==> src/rtl/trap_ctrl.sv <==
// Trap sequencer in front of the CSR file: prioritises exception causes, pulses the CSR
// exception input, then redirects fetch to mtvec (traps) or mepc (mret).
module trap_ctrl #(
    parameter int DATA_WIDTH   = 32,
    parameter int RAISE_CYCLES = 1
) (
    input  logic                  clk,
    input  logic                  reset,
    input  logic                  instr_valid,
    input  logic [DATA_WIDTH-1:0] pc_in,
    input  logic [DATA_WIDTH-1:0] instr_in,
    input  logic                  instr_misaligned,
    input  logic                  illegal_instr,
    input  logic                  ebreak,
    input  logic                  ecall,
    input  logic                  store_misaligned,
    input  logic                  load_misaligned,
    input  logic                  mret,
    input  logic [DATA_WIDTH-1:0] csr_mtvec,
    input  logic [DATA_WIDTH-1:0] csr_mepc,
    input  logic                  redirect_ready,
    output logic                  exception,
    output logic [7:0]            exception_code,
    output logic [DATA_WIDTH-1:0] exc_pc,
    output logic [DATA_WIDTH-1:0] exc_instr,
    output logic                  stall,
    output logic                  flush,
    output logic                  redirect_valid,
    output logic [DATA_WIDTH-1:0] redirect_pc
);

    typedef enum logic [1:0] {IDLE, RAISE, TRAP_REDIR, MRET_REDIR} state_t;

    localparam int CW = (RAISE_CYCLES > 1) ? $clog2(RAISE_CYCLES) : 1;

    state_t                state, state_next;
    logic [CW-1:0]         hold_cnt;
    logic [3:0]            code_q, cause_code;
    logic [DATA_WIDTH-1:0] pc_q, instr_q;
    logic                  cause_any, trap_take, hold_done;

    always_comb begin
        cause_code = 4'h0;
        if (instr_misaligned)      cause_code = 4'h0;
        else if (illegal_instr)    cause_code = 4'h2;
        else if (ebreak)           cause_code = 4'h3;
        else if (ecall)            cause_code = 4'hB;
        else if (store_misaligned) cause_code = 4'h6;
        else if (load_misaligned)  cause_code = 4'h4;
    end

    assign cause_any = instr_misaligned | illegal_instr | ebreak | ecall |
                       store_misaligned | load_misaligned;
    assign trap_take = (state == IDLE) && instr_valid && cause_any;
    assign hold_done = (hold_cnt == CW'(RAISE_CYCLES - 1));

    always_ff @(posedge clk) begin
        if (reset) begin
            state    <= IDLE;
            hold_cnt <= '0;
            code_q   <= '0;
            pc_q     <= '0;
            instr_q  <= '0;
        end else begin
            state <= state_next;
            if (trap_take) begin
                hold_cnt <= '0;
                code_q   <= cause_code;
                pc_q     <= pc_in;
                instr_q  <= instr_in;
            end else if (state == RAISE && !hold_done) begin
                hold_cnt <= hold_cnt + CW'(1);
            end
        end
    end

    // Outputs are forced low during reset so a pending handshake cannot complete.
    always_comb begin
        state_next     = state;
        exception      = 1'b0;
        exception_code = '0;
        exc_pc         = '0;
        exc_instr      = '0;
        stall          = 1'b0;
        flush          = 1'b0;
        redirect_valid = 1'b0;
        redirect_pc    = '0;
        case (state)
            IDLE: begin
                if (instr_valid) begin
                    if (cause_any) state_next = RAISE;
                    else if (mret) state_next = MRET_REDIR;
                end
            end
            RAISE: begin
                exception      = 1'b1;
                exception_code = {4'h0, code_q};
                exc_pc         = pc_q;
                exc_instr      = instr_q;
                stall          = 1'b1;
                flush          = 1'b1;
                if (hold_done) state_next = TRAP_REDIR;
            end
            TRAP_REDIR: begin
                stall          = 1'b1;
                flush          = 1'b1;
                redirect_valid = 1'b1;
                redirect_pc    = csr_mtvec;
                if (redirect_ready) state_next = IDLE;
            end
            MRET_REDIR: begin
                stall          = 1'b1;
                flush          = 1'b1;
                redirect_valid = 1'b1;
                redirect_pc    = csr_mepc;
                if (redirect_ready) state_next = IDLE;
            end
            default: state_next = IDLE;
        endcase
        if (reset) begin
            exception      = 1'b0;
            exception_code = '0;
            exc_pc         = '0;
            exc_instr      = '0;
            stall          = 1'b0;
            flush          = 1'b0;
            redirect_valid = 1'b0;
            redirect_pc    = '0;
        end
    end

endmodule
==> config.mk <==
export PLATFORM = sky130hd
export DESIGN_NAME = trap_ctrl
export DESIGN_NICKNAME = d
export VERILOG_FILES = /design/src/rtl/trap_ctrl.sv
export SDC_FILE = /design/constraint.sdc
export NUM_CORES = 1
export LEC_CHECK = 0
export CORE_UTILIZATION = 41
export DETAILED_ROUTE_END_ITERATION = 16
export GPL_TIMING_DRIVEN = 0
export PLACE_DENSITY = 0.95
export SYNTH_ARGS = -nofsm -noshare
export SYNTH_HDL_FRONTEND = slang
export SYNTH_SLANG_ARGS = --single-unit
==> constraint.sdc <==
create_clock -name clk -period 4.3 [get_ports clk]
set_clock_uncertainty 0.2 [all_clocks]
set_input_delay 0.86 -clock clk [delete_from_list [all_inputs] [get_ports clk]]
set_output_delay 0.86 -clock clk [all_outputs]
set_load 0.02 [all_outputs]
==> impl_metrics.ini, run 1 <==
[run_status]
outcome = finished clean

[cts]
clk_pin_slew_ns = 0.08
cts_tree = done
post_cts_buffers = 0
worst_skew_pair.late_latency_ns = 0.35
clockBufferDepth = 2
clockRootBuffer = clkbuf_8
cts_resized = 2
clkSinkCount = 71
numCtsBuffers = 9
htreeDepth = 3
postCtsHoldBufs = 0

[finish]
antennaDiodeCount = 0
fin_nets = 869
layout-drive-gt1-share = 0.04223
final_cell_mix = 242 x clkdlybuf4s50_1, 134 x nand2b_1, 97 x mux2i_1
stdcell_area_sq_mm = 0.006937
syn2layout_area_growth_pct = 66.39
fin_util = 0.7064
layout_commonest_cell = clkdlybuf4s50_1
fin_cells = 867

[setup_path]
crit_path_start_kind = primary input
end_kind = primary output
r2r_slack_ns = 2.06
critical_path_arrival_ns = 3.06
r2r_cells = 6
cp_data_required_time_ns = 3.24
r2r-end = instr_q[13]
path_max_fanout = 10
rr_startpoint = state[1]
critPathKind = in2out

[synthesis]
synth-seq-cells = 71
syn_avg_cell_area_sq_um = 8.795
syn_area_sq_mm = 0.004169
yosysTopAreaCell = dfxtp_1
synthCells = 474
yosys_warnings = 0
synthTopCellsByArea = dfxtp_1 34%, mux2i_1 23%, nand2b_1 20%, and2_1 10%, nor2_1 3.2%
ys_types = 30
seq_area_frac_synth = 0.3409
synth_top_area_frac = 0.3409

[drt]
drt_iter0_markers = 79
vias = 4162
drtPass1Iterations = 4
drt-total-wl_mm = 13.12
viasPerCell = 4.800
routedWlPerCell_microns = 15.13
post-route-drc-count = 0
detail-route-antenna-nets = 0

[placement]
place_area_sq_mm = 0.006769
placedCellCount = 852
dp_hpwl_mm = 10.60
port_buffers = 242
place_congestion = 0.8415

[sta]
finalHoldViolCount = 0
rsz0062_at_grt = false
setup_viol_count_final = 0
fin_crit_ns = 4.125
tns_ns = 0
maxSlewHeadroom = 0.5512
tightestPinTransition_ns = 0.6732
period_share = 0.9592
final_max_slew_viol_count = 0
fmax_mhz = 242.4

[floorplan]
floorplan.die_area_sq_mm = 0.01058
start_util = 0.4246
die_width_microns = 102.8
chipHeight_microns = 102.8
core_sq_mm = 0.009819
rows = 36
ios = 247

[job]
drv_cap = 0

[global_routing]
antenna_found_initial = 0
grtUsageMet3 = 0.03797
grt_max_degree = 11
first_global_vias = 4310
grt_overflow = 0
grt_pass1_wl_mm = 19.86
grt_use_total = 0.2461
grtUsageMet1 = 0.2420
use_met2 = 0.4954
top_usage_layer = met2

[worst_hold_path]
hp-start = instr_q[11]
hold_path_depth = 2
hold_end = instr_q[11]
hp-class = reg2reg

[power]
power.density_mw_per_mm2 = 237.9
cellLeakagePower_nw = 2.630
irDropWorstVdd_mv = 0.1503
[Yosys cell counts, drive strengths merged]
library cell,count
or2,1
inv,3
mux2i,97
nor2,35
a2111oi,1
nor4,1
dfxtp,71
o2111ai,1
buf,17
nand2b,134
conb,1
clkbuf,26
o32ai,1
a221oi,1
nor3b,1
a21oi,2
nand2,2
o211ai,1
o41ai,2
nor2b,2
and2,68
or4,2
nor4b,1
o21ai,2
o31a,1
[critical path: stages]
cell and delay (ns):
clkdlybuf4s50_1 0.59, nor2b_4 0.31, clkbuf_2 0.25, clkbuf_1 0.26
and2_1 0.18, clkdlybuf4s50_1 0.61
[worst max-delay path by stage]
stage | slack (ns) | cells after the start | startpoint | endpoint
after floorplan | 1.45 | 4 | reset | exc_pc[15]
after global placement | -0.21 | 6 | reset | exc_pc[21]
after detailed placement | -0.22 | 6 | reset | exc_pc[15]
after CTS | 0.05 | 6 | reset | exc_pc[15]
after global routing | 0.07 | 6 | reset | exc_pc[15]
final | 0.18 | 6 | reset | exc_pc[15]
[per-layer routing]
metal | up-vias | share of wire
met5 | - | 0
met4 | 0 | 0.030
met3 | 27 | 0.048
met2 | 154 | 0.55
met1 | 1952 | 0.37
li1 | 2029 | -
[sequential cells by signal, summed over array words and instances (netlist names)]
signal    cells
hold_cnt      1
code_q        4
instr_q      32
pc_q         32
state         2
[final cells by class]
type	instances	area, sq um
Fill cell	772	2883
Inverter	3	11.26
Buffer	43	206.4
Tap cell	133	166.4
Sequential cell	71	1421
Clock inverter	1	5.005
Multi-Input combinational cell	360	2551
Timing Repair Buffer	242	2422
Clock buffer	14	152.6
[cell families (layout without fill, tap and decap cells)]
group                  after synthesis  in the layout  share of synthesized area
buffers and inverters               46            303                    0.05162
AND/OR/NAND/NOR                    247            247                     0.3508
multiplexers                        97             97                     0.2329
AO/OA/AOI/OAI                       12             12                    0.02281
flip-flops                          71             71                     0.3409
other                                1              4                  0.0008995
[per-stage QoR]
step | hold slack, ns | power, W | setup slack (ns)
after floorplan | 0.2377 | 0.0009789 | 1.451
after global placement | 0.2499 | 0.001191 | -0.2080
after detailed placement | 0.2601 | 0.001207 | -0.2183
after CTS | 0.2725 | 0.001661 | 0.05415
after global routing | 0.2931 | 0.001725 | 0.06638
final | 0.2694 | 0.001651 | 0.1753
[power by group]
group | internal (W) | leakage [nW] | switching (W)
Sequential | 0.000709 | 0.583 | 0.0000259
Clock | 0.000222 | 0.0805 | 0.000235
Combinational | 0.000264 | 1.97 | 0.000194
Total | 0.00120 | 2.63 | 0.000455
Power figures use the tool's default switching activity.
==> run 2: changes to the inputs <==
Settings changed: CELL_PAD_IN_SITES_DETAIL_PLACEMENT from default to 0, CELL_PAD_IN_SITES_GLOBAL_PLACEMENT from default to 1, CORE_UTILIZATION 41 to 29, SKIP_CTS_REPAIR_TIMING from default to 1, SLEW_MARGIN from default to 40.
==> impl_metrics.ini, run 2 (same netlist as run 1, synthesis figures left out) <==
[power]
power.density_mw_per_mm2 = 276.8
irDropWorstVdd_mv = 0.1531
cellLeakagePower_nw = 2.705

[sta]
period_share = 0.9600
final_max_slew_viol_count = 0
finalHoldViolCount = 0
rsz0062_at_grt = false
setup_viol_count_final = 0
fmax_mhz = 242.2
fin_crit_ns = 4.128
maxSlewHeadroom = 0.5458
tns_ns = 0
fin_ws_ns = 0.1719
tightestPinTransition_ns = 0.6813

[setup_path]
r2r-end = instr_q[14]
crit_path_start_kind = primary input
crit_path_cell_trace = clkdlybuf4s50_1 -> clkbuf_2 -> clkbuf_1 -> nor2_1 -> buf_4 -> clkdlybuf4s50_1
cp_common_cell = clkdlybuf4s50_1
end_kind = primary output
r2r_slack_ns = 2.11
cp_data_required_time_ns = 3.24
r2r_cells = 6
cpMaxStageDelayCell = clkdlybuf4s50_1
critPathKind = in2out
path_max_fanout = 10
critical_path_arrival_ns = 3.07
rr_startpoint = state[1]
slowest_delay_ns = 0.64

[floorplan]
ios = 247
rows = 43
start_util = 0.2992
core_sq_mm = 0.01393
floorplan.die_area_sq_mm = 0.01486
die_width_microns = 121.9
chipHeight_microns = 121.9

[global_routing]
first_global_vias = 4238
grt_overflow = 0
antenna_found_initial = 0
grt_use_total = 0.1815
grt_max_degree = 13
grt_pass1_wl_mm = 20.80

[finish]
stdcell_area_sq_mm = 0.007156
fin_nets = 869
antennaDiodeCount = 0
layout_commonest_cell = clkdlybuf4s50_1
syn2layout_area_growth_pct = 71.64
layout-drive-gt1-share = 0.04898
final_cell_mix = 242 x clkdlybuf4s50_1, 134 x nand2b_1, 97 x mux2i_1
reg_top3 = instr_q: 32 flops, pc_q: 32 flops, code_q: 4 flops
fin_cells = 915
nFillCells = 1315
fin_util = 0.5135

[drt]
drt-total-wl_mm = 13.57
vias = 4065
routedWlPerCell_microns = 14.83
post-route-drc-count = 0
drtPass1Iterations = 4
drt_iter0_markers = 172
viasPerCell = 4.443
detail-route-antenna-nets = 0

[cts]
clockBufferDepth = 2
cts_tree = done
clockRootBuffer = clkbuf_16
clk_pin_slew_ns = 0.05
worst_skew_pair.late_latency_ns = 0.33
numCtsBuffers = 9
htreeDepth = 3
clkSinkCount = 71

[placement]
place_ws_ns = -0.2249
dp_hpwl_mm = 11.00
placedCellCount = 899
place_area_sq_mm = 0.006828
place_congestion = 0.8298
port_buffers = 242

[run_status]
outcome = finished clean

[job]
drv_cap = 0

[worst_hold_path]
hp-start = pc_q[26]
hp-class = reg2reg
hold_end = pc_q[26]
hold_path_depth = 2
## run 2: cell type report
class                   instances  area (sq um)  area share
plain buffers                  43         206.4     0.02885
clock buffers                  12         266.5     0.03724
clock inverters                 4         51.30    0.007169
inverters                       3         11.26    0.001574
multi-input cells             360          2551      0.3565
flip-flops and latches         71          1421      0.1986
well taps                     180         225.2     0.03147
repair buffers                242          2422      0.3385
## run 2: worst max-delay path by stage
stage                      from             end  slack (ns)  cells after the start
after floorplan           reset      exc_pc[15]        1.45                      4
after CTS                 reset      exc_pc[17]       -0.22                      6
after global routing      reset  redirect_pc[3]        0.02                      6
final                     reset           stall        0.17                      6
after global placement    reset      exc_pc[16]       -0.22                      6
after detailed placement  reset      exc_pc[17]       -0.22                      6
## run 2: where the power goes
group,internal [W],leakage (nW),switching (W)
Clock,0.000498,0.155,0.000288
Combinational,0.000264,1.97,0.000195
Sequential,0.000710,0.583,0.0000248
Total,0.00147,2.70,0.000509
## run 2: metal layers
metal,track usage,vias to the layer above,share of wire,wire [microns]
met2,0.3443,156,0.52,7058
met1,0.1974,1864,0.40,5448
met3,0.03277,14,0.062,838
met5,0,-,0,0
li1,-,2031,-,-
met4,0.06867,0,0.016,222
## run 2: metrics by stage
stage / hold WS (ns) / power [W]
after detailed placement: 0.2583 / 0.001211
after CTS: 0.2686 / 0.001998
final: 0.2631 / 0.001980
after global placement: 0.2502 / 0.001199
after floorplan: 0.2377 / 0.0009789
after global routing: 0.2813 / 0.002061
## run 2: worst max-delay path: cells and delay by family
family	cells	cell delay, ns
buffers and inverters	5	2.06
AND/OR/NAND/NOR	1	0.15
==> run 3: changes to the inputs <==
Settings changed: CORE_UTILIZATION 29 to 24, PLACE_DENSITY 0.95 to 0.87.
Clock period 4.3 ns to 3.7 ns, I/O delays scaled along.
==> impl_metrics.ini, run 3 (same netlist as run 1, synthesis figures left out) <==
[floorplan]
start_util = 0.2487
chipHeight_microns = 133.8
rows = 47
ios = 247
die_width_microns = 133.8
floorplan.die_area_sq_mm = 0.01790
core_sq_mm = 0.01676

[global_routing]
grt_max_degree = 13
grt_pass1_wl_mm = 20.95
antenna_found_initial = 0
grt_use_total = 0.1527
first_global_vias = 4017
grt_overflow = 0

[finish]
layout-drive-gt1-share = 0.05722
final_cell_mix = 241 x clkdlybuf4s50_1, 134 x nand2b_1, 97 x mux2i_1
stdcell_area_sq_mm = 0.007217
reg_top3 = instr_q: 32 flops, pc_q: 32 flops, code_q: 4 flops
fin_cells = 954
antennaDiodeCount = 0
layout_commonest_cell = clkdlybuf4s50_1
fin_nets = 868
fin_util = 0.4306
syn2layout_area_growth_pct = 73.11

[drt]
viasPerCell = 4.182
drt-total-wl_mm = 13.44
detail-route-antenna-nets = 0
drtPass1Iterations = 4
drt_iter0_markers = 97
routedWlPerCell_microns = 14.09
vias = 3990
post-route-drc-count = 0

[setup_path]
critical_path_arrival_ns = 2.56
cp_data_required_time_ns = 2.76
cp_common_cell = clkbuf_4
critPathKind = reg2out
path_max_fanout = 10
slowest_delay_ns = 0.60
cpMaxStageDelayCell = clkdlybuf4s50_1
end_kind = primary output
crit_path_start_kind = flop
crit_path_cell_trace = clkbuf_4 -> nor2b_1 -> nor2b_4 -> clkbuf_4 -> clkbuf_2 -> and2_1 -> clkdlybuf4s50_1

[placement]
port_buffers = 242
placedCellCount = 939
place_area_sq_mm = 0.006878
place_ws_ns = -0.7227
dp_hpwl_mm = 10.63
place_congestion = 0.7673

[power]
irDropWorstVdd_mv = 0.1974
power.density_mw_per_mm2 = 319.7
cellLeakagePower_nw = 2.728

[cts]
worst_skew_pair.late_latency_ns = 0.34
clockRootBuffer = clkbuf_16
numCtsBuffers = 9
clk_pin_slew_ns = 0.06
htreeDepth = 3
clockBufferDepth = 2
cts_tree = done
clkSinkCount = 71

[sta]
maxSlewHeadroom = 0.4752
hold_ws_ns = 0.2643
final_max_slew_viol_count = 0
fmax_mhz = 285.6
fin_crit_ns = 3.501
fin_ws_ns = 0.1992
period_share = 0.9462
tightestPinTransition_ns = 0.7872
rsz0062_at_grt = false
finalHoldViolCount = 0
setup_viol_count_final = 0

[worst_hold_path]
hp-class = reg2reg

[run_status]
outcome = finished clean

[job]
drv_cap = 0
[run 3: cell types whose count changed in the layout (fill, tap and decap cells not counted), moves of 2 or more]
cell / previous run / this run
clkbuf_2: 2 / 7
clkbuf_1: 24 / 17
clkbuf_4: 0 / 2
clkbuf_8: 3 / 0
[run 3: report_power, final]
| group | internal (W) | switching (W) | leakage, nW | total [W] |
|---|---|---|---|---|
| Clock | 0.000588 | 0.000336 | 0.148 | 0.000924 |
| Combinational | 0.000309 | 0.000223 | 2.00 | 0.000532 |
| Sequential | 0.000825 | 0.0000268 | 0.583 | 0.000852 |
[run 3: area by class of cell]
| cell class | instances | area [sq um] |
|---|---|---|
| Fill cell | 1723 | 9543 |
| Multi-Input combinational cell | 360 | 2551 |
| Timing Repair Buffer | 243 | 2432 |
| Sequential cell | 71 | 1421 |
| Tap cell | 220 | 275.3 |
| Clock buffer | 10 | 229.0 |
| Buffer | 41 | 211.5 |
| Clock inverter | 6 | 85.08 |
| Inverter | 3 | 11.26 |
[run 3: metrics by stage]
| stage | TNS, ns | total power (W) |
|---|---|---|
| 2_1_floorplan | 0 | 0.001138 |
| 3_3_place_gp | -38.85 | 0.001400 |
| 3_5_place_dp | -36.61 | 0.001405 |
| 4_1_cts | -37.36 | 0.002345 |
| 5_1_grt | 0 | 0.002420 |
| 6_report | 0 | 0.002308 |
[run 3: worst paths after layout]
check / from / to / slack, ns / depth (start not counted)
setup / recovery: state[0] / exc_pc[17] / 0.20 / 7
setup reg to reg: state[1] / instr_q[19] / 1.49 / 6
hold reg to reg: pc_q[31] / pc_q[31] / 0.26 / 2
hold / removal: pc_q[31] / pc_q[31] / 0.26 / 2
[run 3: critical path: cells and delay by family, from the launching register on]
kind                   cells  cell delay, ns
DFF                        1            0.32
and+or+nand+nor            3            0.65
buffers and inverters      4            1.24
[run 3: routing by layer]
metal	vias up	wire, microns	GRT usage
met5	-	0	0
met4	0	259	0.06566
met3	14	941	0.04044
met2	171	6760	0.2674
met1	1777	5482	0.1740
li1	2028	-	-
